File: src/rtl/aes_job_ctrl_if.sv
// rtl/aes_job_ctrl_if.sv - job/result handshake and AES core register bus for aes_job_ctrl
interface aes_job_ctrl_if;
    logic         job_valid;
    logic         job_ready;
    logic [127:0] job_plain;
    logic [255:0] job_key;
    logic [1:0]   job_keylen;
    logic         job_enc;
    logic         job_rekey;
    logic         res_valid;
    logic         res_ready;
    logic [127:0] res_data;
    logic         res_err;
    logic         busy;
    logic [6:0]   ADDR;
    logic [7:0]   DIN;
    logic         WR;
    logic         START;
    logic         OK;
    logic [7:0]   DOUT;

    // master is the sequencer: it serves the job port and masters the core bus
    modport master (
        input  job_valid, job_plain, job_key, job_keylen, job_enc, job_rekey,
        input  res_ready, OK, DOUT,
        output job_ready, res_valid, res_data, res_err, busy,
        output ADDR, DIN, WR, START
    );

    modport slave (
        output job_valid, job_plain, job_key, job_keylen, job_enc, job_rekey,
        output res_ready, OK, DOUT,
        input  job_ready, res_valid, res_data, res_err, busy,
        input  ADDR, DIN, WR, START
    );
endinterface

File: src/rtl/aes_job_ctrl.sv
// rtl/aes_job_ctrl.sv - single-job sequencer driving the byte-addressed AES core register bus
module aes_job_ctrl #(
    parameter int TIMEOUT = 1023
) (
    input  logic           CLK,
    input  logic           RSTB,
    aes_job_ctrl_if.master bus
);
    localparam int TW = $clog2(TIMEOUT + 1);

    typedef enum logic [3:0] {
        IDLE, LD_DATA, LD_KEY, WR_CTRL, WR_CFG, GO, WAIT_LO, WAIT_HI, RD, DONE
    } state_t;

    state_t         state_q, state_d;
    logic [5:0]     cnt_q, cnt_d;
    logic [TW-1:0]  tmo_q, tmo_d;
    logic [127:0]   plain_q, plain_d;
    logic [255:0]   key_q, key_d;
    logic [1:0]     keylen_q, keylen_d;
    logic           enc_q, enc_d;
    logic           rekey_q, rekey_d;
    logic [127:0]   data_q, data_d;
    logic           err_q, err_d;
    logic [6:0]     addr_q, addr_d;
    logic [7:0]     din_q, din_d;
    logic           wr_q, wr_d;
    logic           start_q, start_d;
    logic           valid_q, valid_d;
    logic           busy_q, busy_d;
    logic [3:0]     rd_byte;

    // DOUT lags ADDR by one cycle, so RD step k captures the byte addressed at step k-1
    assign rd_byte = cnt_q[3:0] - 4'd1;

    always_comb begin
        state_d  = state_q;
        cnt_d    = cnt_q;
        tmo_d    = tmo_q;
        plain_d  = plain_q;
        key_d    = key_q;
        keylen_d = keylen_q;
        enc_d    = enc_q;
        rekey_d  = rekey_q;
        data_d   = data_q;
        err_d    = err_q;

        case (state_q)
            IDLE: begin
                if (bus.job_valid) begin
                    plain_d  = bus.job_plain;
                    key_d    = bus.job_key;
                    keylen_d = bus.job_keylen;
                    enc_d    = bus.job_enc;
                    rekey_d  = bus.job_rekey;
                    cnt_d    = 6'd0;
                    state_d  = LD_DATA;
                end
            end
            LD_DATA: begin
                if (cnt_q == 6'd15) begin
                    cnt_d   = 6'd0;
                    state_d = rekey_q ? LD_KEY : WR_CTRL;
                end else begin
                    cnt_d = cnt_q + 6'd1;
                end
            end
            LD_KEY: begin
                if (cnt_q == 6'd31) begin
                    cnt_d   = 6'd0;
                    state_d = WR_CTRL;
                end else begin
                    cnt_d = cnt_q + 6'd1;
                end
            end
            WR_CTRL: state_d = rekey_q ? WR_CFG : GO;
            WR_CFG:  state_d = GO;
            GO: begin
                tmo_d   = '0;
                state_d = WAIT_LO;
            end
            WAIT_LO: begin
                tmo_d = tmo_q + TW'(1);
                if (tmo_d == TW'(TIMEOUT)) begin
                    err_d   = 1'b1;
                    state_d = DONE;
                end else if (!bus.OK) begin
                    state_d = WAIT_HI;
                end
            end
            WAIT_HI: begin
                tmo_d = tmo_q + TW'(1);
                if (bus.OK) begin
                    cnt_d   = 6'd0;
                    state_d = RD;
                end else if (tmo_d == TW'(TIMEOUT)) begin
                    err_d   = 1'b1;
                    state_d = DONE;
                end
            end
            RD: begin
                if (cnt_q != 6'd0) begin
                    data_d[{rd_byte, 3'b000} +: 8] = bus.DOUT;
                end
                if (cnt_q == 6'd16) begin
                    err_d   = 1'b0;
                    state_d = DONE;
                end else begin
                    cnt_d = cnt_q + 6'd1;
                end
            end
            DONE: begin
                if (bus.res_ready) begin
                    state_d = IDLE;
                end
            end
            default: state_d = IDLE;
        endcase

        // Bus outputs are decoded from the next state so they line up with it once registered
        wr_d   = 1'b0;
        addr_d = 7'd0;
        din_d  = 8'd0;
        case (state_d)
            LD_DATA: begin
                wr_d   = 1'b1;
                addr_d = {3'b000, cnt_d[3:0]};
                din_d  = plain_d[{cnt_d[3:0], 3'b000} +: 8];
            end
            LD_KEY: begin
                wr_d   = 1'b1;
                addr_d = {2'b01, cnt_d[4:0]};
                din_d  = key_d[{cnt_d[4:0], 3'b000} +: 8];
            end
            WR_CTRL: begin
                wr_d   = 1'b1;
                addr_d = 7'd64;
                din_d  = {7'b0, enc_d};
            end
            WR_CFG: begin
                wr_d   = 1'b1;
                addr_d = 7'd65;
                din_d  = {6'b0, keylen_d};
            end
            RD:      addr_d = {3'b001, cnt_d[3:0]};
            default: ;
        endcase
        start_d = (state_d == GO);
        valid_d = (state_d == DONE);
        busy_d  = (state_d != IDLE);
    end

    always_ff @(posedge CLK or negedge RSTB) begin
        if (!RSTB) begin
            state_q  <= IDLE;
            cnt_q    <= '0;
            tmo_q    <= '0;
            plain_q  <= '0;
            key_q    <= '0;
            keylen_q <= '0;
            enc_q    <= 1'b0;
            rekey_q  <= 1'b0;
            data_q   <= '0;
            err_q    <= 1'b0;
            addr_q   <= '0;
            din_q    <= '0;
            wr_q     <= 1'b0;
            start_q  <= 1'b0;
            valid_q  <= 1'b0;
            busy_q   <= 1'b0;
        end else begin
            state_q  <= state_d;
            cnt_q    <= cnt_d;
            tmo_q    <= tmo_d;
            plain_q  <= plain_d;
            key_q    <= key_d;
            keylen_q <= keylen_d;
            enc_q    <= enc_d;
            rekey_q  <= rekey_d;
            data_q   <= data_d;
            err_q    <= err_d;
            addr_q   <= addr_d;
            din_q    <= din_d;
            wr_q     <= wr_d;
            start_q  <= start_d;
            valid_q  <= valid_d;
            busy_q   <= busy_d;
        end
    end

    assign bus.job_ready = (state_q == IDLE);
    assign bus.res_valid = valid_q;
    assign bus.res_data  = data_q;
    assign bus.res_err   = err_q;
    assign bus.busy      = busy_q;
    assign bus.ADDR      = addr_q;
    assign bus.DIN       = din_q;
    assign bus.WR        = wr_q;
    assign bus.START     = start_q;
endmodule

File: src/flat_wrapper.sv
// flat-port wrapper written by rule: the top's interface ports become plain ports
module aes_job_ctrl_flat 
#(
    parameter int TIMEOUT = 1023
)
  (CLK, RSTB, bus_job_valid, bus_job_plain, bus_job_key, bus_job_keylen, bus_job_enc, bus_job_rekey, bus_res_ready, bus_OK, bus_DOUT, bus_job_ready, bus_res_valid, bus_res_data, bus_res_err, bus_busy, bus_ADDR, bus_DIN, bus_WR, bus_START);
  aes_job_ctrl_if bus_i ();
  input  logic CLK;
  input  logic RSTB;
  input wire logic [$bits(bus_i.job_valid)-1:0] bus_job_valid;
  input wire logic [$bits(bus_i.job_plain)-1:0] bus_job_plain;
  input wire logic [$bits(bus_i.job_key)-1:0] bus_job_key;
  input wire logic [$bits(bus_i.job_keylen)-1:0] bus_job_keylen;
  input wire logic [$bits(bus_i.job_enc)-1:0] bus_job_enc;
  input wire logic [$bits(bus_i.job_rekey)-1:0] bus_job_rekey;
  input wire logic [$bits(bus_i.res_ready)-1:0] bus_res_ready;
  input wire logic [$bits(bus_i.OK)-1:0] bus_OK;
  input wire logic [$bits(bus_i.DOUT)-1:0] bus_DOUT;
  output wire logic [$bits(bus_i.job_ready)-1:0] bus_job_ready;
  output wire logic [$bits(bus_i.res_valid)-1:0] bus_res_valid;
  output wire logic [$bits(bus_i.res_data)-1:0] bus_res_data;
  output wire logic [$bits(bus_i.res_err)-1:0] bus_res_err;
  output wire logic [$bits(bus_i.busy)-1:0] bus_busy;
  output wire logic [$bits(bus_i.ADDR)-1:0] bus_ADDR;
  output wire logic [$bits(bus_i.DIN)-1:0] bus_DIN;
  output wire logic [$bits(bus_i.WR)-1:0] bus_WR;
  output wire logic [$bits(bus_i.START)-1:0] bus_START;
  assign bus_i.job_valid = bus_job_valid;
  assign bus_i.job_plain = bus_job_plain;
  assign bus_i.job_key = bus_job_key;
  assign bus_i.job_keylen = bus_job_keylen;
  assign bus_i.job_enc = bus_job_enc;
  assign bus_i.job_rekey = bus_job_rekey;
  assign bus_i.res_ready = bus_res_ready;
  assign bus_i.OK = bus_OK;
  assign bus_i.DOUT = bus_DOUT;
  assign bus_job_ready = bus_i.job_ready;
  assign bus_res_valid = bus_i.res_valid;
  assign bus_res_data = bus_i.res_data;
  assign bus_res_err = bus_i.res_err;
  assign bus_busy = bus_i.busy;
  assign bus_ADDR = bus_i.ADDR;
  assign bus_DIN = bus_i.DIN;
  assign bus_WR = bus_i.WR;
  assign bus_START = bus_i.START;
  aes_job_ctrl #(.TIMEOUT(TIMEOUT)) u_core (.CLK(CLK), .RSTB(RSTB), .bus(bus_i));
endmodule
File: config.mk
export PLATFORM = sky130hd
export DESIGN_NAME = aes_job_ctrl_flat
export DESIGN_NICKNAME = d
export VERILOG_FILES = /design/src/rtl/aes_job_ctrl_if.sv /design/src/rtl/aes_job_ctrl.sv /design/src/flat_wrapper.sv
export SDC_FILE = /design/constraint.sdc
export NUM_CORES = 1
export LEC_CHECK = 0
export CAP_MARGIN = 20
export CORE_UTILIZATION = 39
export DETAILED_ROUTE_END_ITERATION = 16
export GPL_TIMING_DRIVEN = 0
export SLEW_MARGIN = 20
export SYNTH_ARGS = -nofsm -noshare
export SYNTH_HDL_FRONTEND = slang
export SYNTH_SLANG_ARGS = --single-unit
File: constraint.sdc
create_clock -name CLK -period 5 [get_ports CLK]
set_input_delay 1.5 -clock CLK [delete_from_list [all_inputs] [get_ports CLK]]
set_output_delay 1.5 -clock CLK [all_outputs]
set_load 0.02 [all_outputs]
# Word-level counts from Yosys, hierarchy flattened
# Cells that the tools add are included.
[totals]
register_bits = 556
in_bits = 401
[op_classes]
eq_ne = 25
mux = 35
shift = 4
n_addsub = 4
n_reduce_logical = 12
[op_table]
columns = ["cell", "n"]
rows = [
  ["$mux W256", 2],
  ["$mux W128", 2],
  ["$shiftx A256 B9 Y8", 1],
  ["$bwmux W128", 1],
  ["$shift A8 B9 Y128 const A", 1],
  ["$shiftx A128 B8 Y8", 1],
  ["$shiftx A8 B9 Y128", 1],
  ["$pmux W4 S10", 1],
  ["$mux W4", 9],
  ["$pmux W7 S5", 1],
  ["$pmux W8 S4", 1],
  ["$mux W6", 5],
  ["$pmux W6 S5", 1],
  ["$eq A4 B3 Y1 const B", 6],
  ["$pmux W10 S2", 1],
  ["$eq A4 B2 Y1 const B", 4],
  ["$eq A4 B4 Y1 const B", 4],
  ["$eq A6 B5 Y1 const B", 2],
  ["$add A10 B1 Y10 const B", 1],
  ["$eq A10 B10 Y1 const B", 1],
  ["$neg A7 Y9", 1],
  ["$eq A4 B1 Y1 const B", 2],
  ["$mux W1", 8],
  ["$ne A2 B2 Y1 const B", 4],
  ["17 further kinds", 19],
]

# Logic depth before layout (Yosys ltp)
[logic_depth]
depth_word = 8
depth_mapped = 17
mapped_depth_nobuf = 12

# Worst setup path before layout
# OpenSTA, ideal clock, no wires.
[synth_path]
path_kind = "input to register"
start = "input bus_job_valid"
end = "register u_core.din_q[0], in the netlist u_core.bus.DIN[0]"
cell_stages = 9
arrival_ns = 3.726
setup_slack_ns = 1.145
required_ns = 4.871
path_cell_list = "nor2_1 o41a_4 and2_1 a21boi_1 clkbuf_1 mux4_2 mux2i_1 o22ai_1 a2111o_1"
[synth_via]
elab_chain_len = 4
[synth_rtl]
columns = ["item", "line", "source"]
rows = [
  ["start: declaration", "flat_wrapper.sv:10", "input wire logic [$bits(bus_i.job_valid)-1:0] bus_job_valid;"],
  ["$mux W6 (tied with other cells)", "aes_job_ctrl.sv:50", "if (bus.job_valid) begin"],
  ["$pmux W6 S5 (tied with other cells)", "aes_job_ctrl.sv:48", "case (state_q)"],
  ["$shiftx A256 B9 Y8 (tied with other cells)", "aes_job_ctrl.sv:133", "din_d = key_d[{cnt_d[4:0], 3'b000} +: 8];"],
  ["$pmux W8 S4 (*)", "aes_job_ctrl.sv:124", "case (state_d)"],
  ["named net u_core.din_d[0]", "aes_job_ctrl.sv:26", "logic [7:0] din_q, din_d;"],
  ["end signal: assignment", "aes_job_ctrl.sv:183", "din_q <= din_d;"],
  ["end: declaration", "aes_job_ctrl.sv:26", ""],
]
# The timed path passes the listed nets; every way through them passes the cells marked *. The select of a mux whose other input is x is not followed.
# A chain may end at the register's enable or synchronous reset.

# Worst setup path after layout
[layout_path]
start = "input bus_OK"
end = "register u_core.din_q[3], in the netlist u_core.bus.DIN[3]"
[layout_via]
elab_chain_len = 5
[layout_rtl]
columns = ["item", "line", "source"]
rows = [
  ["start: declaration", "flat_wrapper.sv:17", "input wire logic [$bits(bus_i.OK)-1:0] bus_OK;"],
  ["branches (longest 4 deep; another with $shiftx A256 B9 Y8)", "--", ""],
  ["$pmux W8 S4 (*)", "aes_job_ctrl.sv:124", ""],
  ["named net u_core.din_d[3]", "aes_job_ctrl.sv:26", ""],
]
# Mark *: on every way through the listed nets, which the timed path passes. The select of a mux whose other input is x is not followed.

==> results.md <==
* Status: finished clean
* Root buffer cell: clkbuf_16
* Library cells used by synthesis at 90
* Setup TNS at 0 ps
* Cells after synthesis at 2,827
* Ranking of synthesized cells by area: dfrtp_1 (54%), nand2_1 (18%), mux2_2 (4.6%)
* Worst R2R Start: u_core.cnt_q[0]
* Placed cell area at 32,400 sq um
* Std cell rows at 93
* Clock latency on the worst-skew pair at 630 ps
* Sink Count at 556
* Power per cell area at ~440 nW/um^2
* Fin Hold WS at 471.1 ps
* Met3 WL at 8156 um
* Final Slew Violations at 0
* Synth top cells by count: nand2_1 (1,262), dfrtp_1 (556), nor2_1 (134)
* Peak supply drop at approximately 0.33 mV
* CTS tree: yes
* Die area at 66,790 sq um
* Final setup viols at 0
* Slowest cell on crit path: mux2i_1
* Post-synth EDFFs at 0
* Clk_skew at 16.70 ps
* Total setup buffers inserted after CTS at 0
* Syn nets at approximately 3.2k
* Setup crit start kind: input pin
* Synthesized area at 25,650 sq um
* CTS max path bufs at 3
* Initial antenna violation count at 3
* Synth Warn # at 0
* Max-cap violation count at 0
* Period utilization at 0.9649
* Pleak at roughly 17 nW
* Share of layout cells above drive strength 1 at 0.09690
* TritonCTS Buffers at 60
* Worst slew pin tran at approximately 1100 ps
* Count leader, synth: nand2_1
* IO Pins at 550
* Seq/Total Area, Yosys at 0.5425
* Detailed Route WL at slightly above 100,000 um
* First-pass GRT wire length at 151,400 um
* Antenna viol nets, final at 0
* CP peak stage delay at approximately 560 ps
* Worst Path Required at 5470 ps
* Die height at approximately 260 um
* Tmin final at roughly 4800 ps
* Place WS at -877.5 ps
* H-tree levels at 2
* Final worst slack at about 180 ps
* Detailed placement HPWL at around 80,000 um
* Top sig layer: met4
* I/O Buffers at 549
* WS Path Type: input pin to register
* Metal-1 WL at 43,460 um
* Starting DRT DRC Count at 2,146
* Reg2reg end: u_core.bus.DIN[0]
* Hold_sp: u_core.plain_q[58]
* Critical path arrival at 5300 ps
* DRC at 0
* Syn_area_per_cell at between 9 and 10 sq um
* Number of global-route vias before repair at approximately 24k
* Hold crit path type: register to register
* Drt via density at 5.383
* Crit-path cells: clkdlybuf4s50_1 -> a21bo_2 -> o2111ai_1 -> and3_4 -> nor2_4 -> buf_6 -> buf_2 -> buf_4 -> buf_2 -> mux2i_1 -> o211ai_1 -> a32oi_1 -> o211ai_1
* Clock transition at path regs at ~60 ps
* Placed Cells at 4,237
* Worst-path fanout max at 10
* # fillers at 5,938
* Final Wtd Congestion at 0.9298
* RSZ-0062 raised after global routing: false
* Synth area leader: dfrtp_1
* Hold Path Depth at 2
* R2r setup slk at 210 ps
* Slew HR at 0.2637
* P&R area growth vs syn at 33.91%
* Final hold violations at 0
* Hold path endpoint: u_core.plain_q[58]
* Starting density of the core at 0.3964
* Post-route cell area at 34,350 sq um
* Total Routing Usage GR at 0.3045
* DRT Pass-1 Iters at 5
* Routed WL per cell at between 20 and 25 um
* Dominant synthesized flop cell: dfrtp_1
* Worst setup EP type: register
* DR WL met2 at 48,350 um
* Worst-case reg-to-reg path depth at 14
* Final std cells w/o fill at between 4k and 5k
* Via count at 23.39k
* Die width at 258.4 um
* Layout net count at approximately 3.9k
* Core Area at 64,700 sq um
* GRT overflow at 0
* Post-synth top area share at 0.5425
* Fmax achieved at 207.3 MHz
* Largest net degree at the start of global routing at 103
* FFs w/ async S/R, synth at 1.000
* FF+latch count, synth at 556
## power by group
part           switching [mW]  leakage, nW  internal (mW)
Sequential              0.316         7.48           5.54
Combinational            3.22         8.74           1.77
Clock                    1.87        0.963           2.56
Total                    5.41         17.2           9.87
## stage by stage
step / utilization / total power [mW]
after global placement: 0.4979 / 10.74
after detailed placement: 0.5008 / 10.82
after global routing: 0.5308 / 16.05
after CTS: 0.5307 / 15.28
final: 0.5309 / 15.28
after floorplan: - / 8.867
## routing by layer
layer,GRT usage,up-vias
met4,0.08876,0
met5,0,-
met2,0.4967,1074
met3,0.05448,189
met1,0.4142,11580
li1,-,10540
## area by class of cell
| class | count | area [sq um] | share of cell area |
|---|---|---|---|
| sequential | 556 | 13910 | 0.4051 |
| clock inverter | 22 | 197.7 | 0.005756 |
| tap | 855 | 1070 | 0.03115 |
| antenna | 1 | 2.502 | 0.00007286 |
| clock buffer | 86 | 1740 | 0.05067 |
| multi-input combinational | 2085 | 10830 | 0.3154 |
| timing repair buffer | 555 | 5665 | 0.1650 |
| inverter | 24 | 101.3 | 0.002951 |
| buffer | 160 | 823.3 | 0.02397 |
## critical path: cells and delay by family
kind	cells	cell delay, ps
buf+inv	5	1710
compound gates	5	970
mux	1	560
simple gates	2	530
## worst max-delay path by stage
stage | cells past startpoint | endpoint | from
finish | 13 | u_core.bus.DIN[3] | bus_OK
global route | 12 | u_core.bus.DIN[5] | bus_job_valid
CTS | 14 | u_core.bus.DIN[0] | u_core.cnt_q[0]
detailed placement | 11 | u_core.bus.DIN[0] | bus_job_valid
global placement | 1 | u_core.key_q[206] | RSTB
floorplan | 9 | u_core.bus.DIN[0] | bus_job_valid
## cells in the final DEF (no fill, tap or decap), types with 8 or more instances in the layout
cell,synthesis,final
o211ai_1,34,34
and3_1,24,24
o21ai_0,78,78
buf_2,70,70
buf_1,30,29
buf_4,12,12
ha_1,8,8
dfrtp_1,556,556
mux2i_1,110,110
o31ai_1,8,8
inv_1,20,20
clkinv_2,0,16
clkbuf_8,0,12
clkbuf_16,0,61
clkbuf_1,41,49
a311oi_1,11,10
a31oi_1,9,9
nor3_1,44,44
nand2_1,1262,1262
clkdlybuf4s50_1,0,548
mux2_2,105,105
nor2_1,134,134
a21oi_1,39,39
and2_1,13,13
nand3_1,53,53
## flip-flops by register name, summed over array words and instances (netlist names), 4 cells and up
name / flops
u_core.key_q: 256
u_core.bus.res_data: 128
u_core.plain_q: 128
u_core.tmo_q: 10
u_core.bus.DIN: 8
u_core.bus.ADDR: 7
u_core.cnt_q: 6
u_core.state_q: 4
## kinds of logic (layout without fill, tap and decap cells)
group / after synthesis / after routing / share of synthesized area
XOR/XNOR: 11 / 11 / 0.003756
multiplexers: 222 / 222 / 0.09518
other: 0 / 1 / 0
flip-flops: 556 / 556 / 0.5425
buffers and inverters: 186 / 847 / 0.03610
AO/OA/AOI/OAI: 255 / 255 / 0.06776
AND/OR/NAND/NOR: 1589 / 1589 / 0.2508
adder cells (fa/ha/maj): 8 / 8 / 0.003903
## timing repair
action                                 in CTS  in global routing
pin swaps                                   0                  0
hold buffers                                0                  0
endpoints found under the hold margin       0                  0
resized for setup                           3                  6
setup endpoints to repair                   2                  3
(Power assumes the default switching activity.)
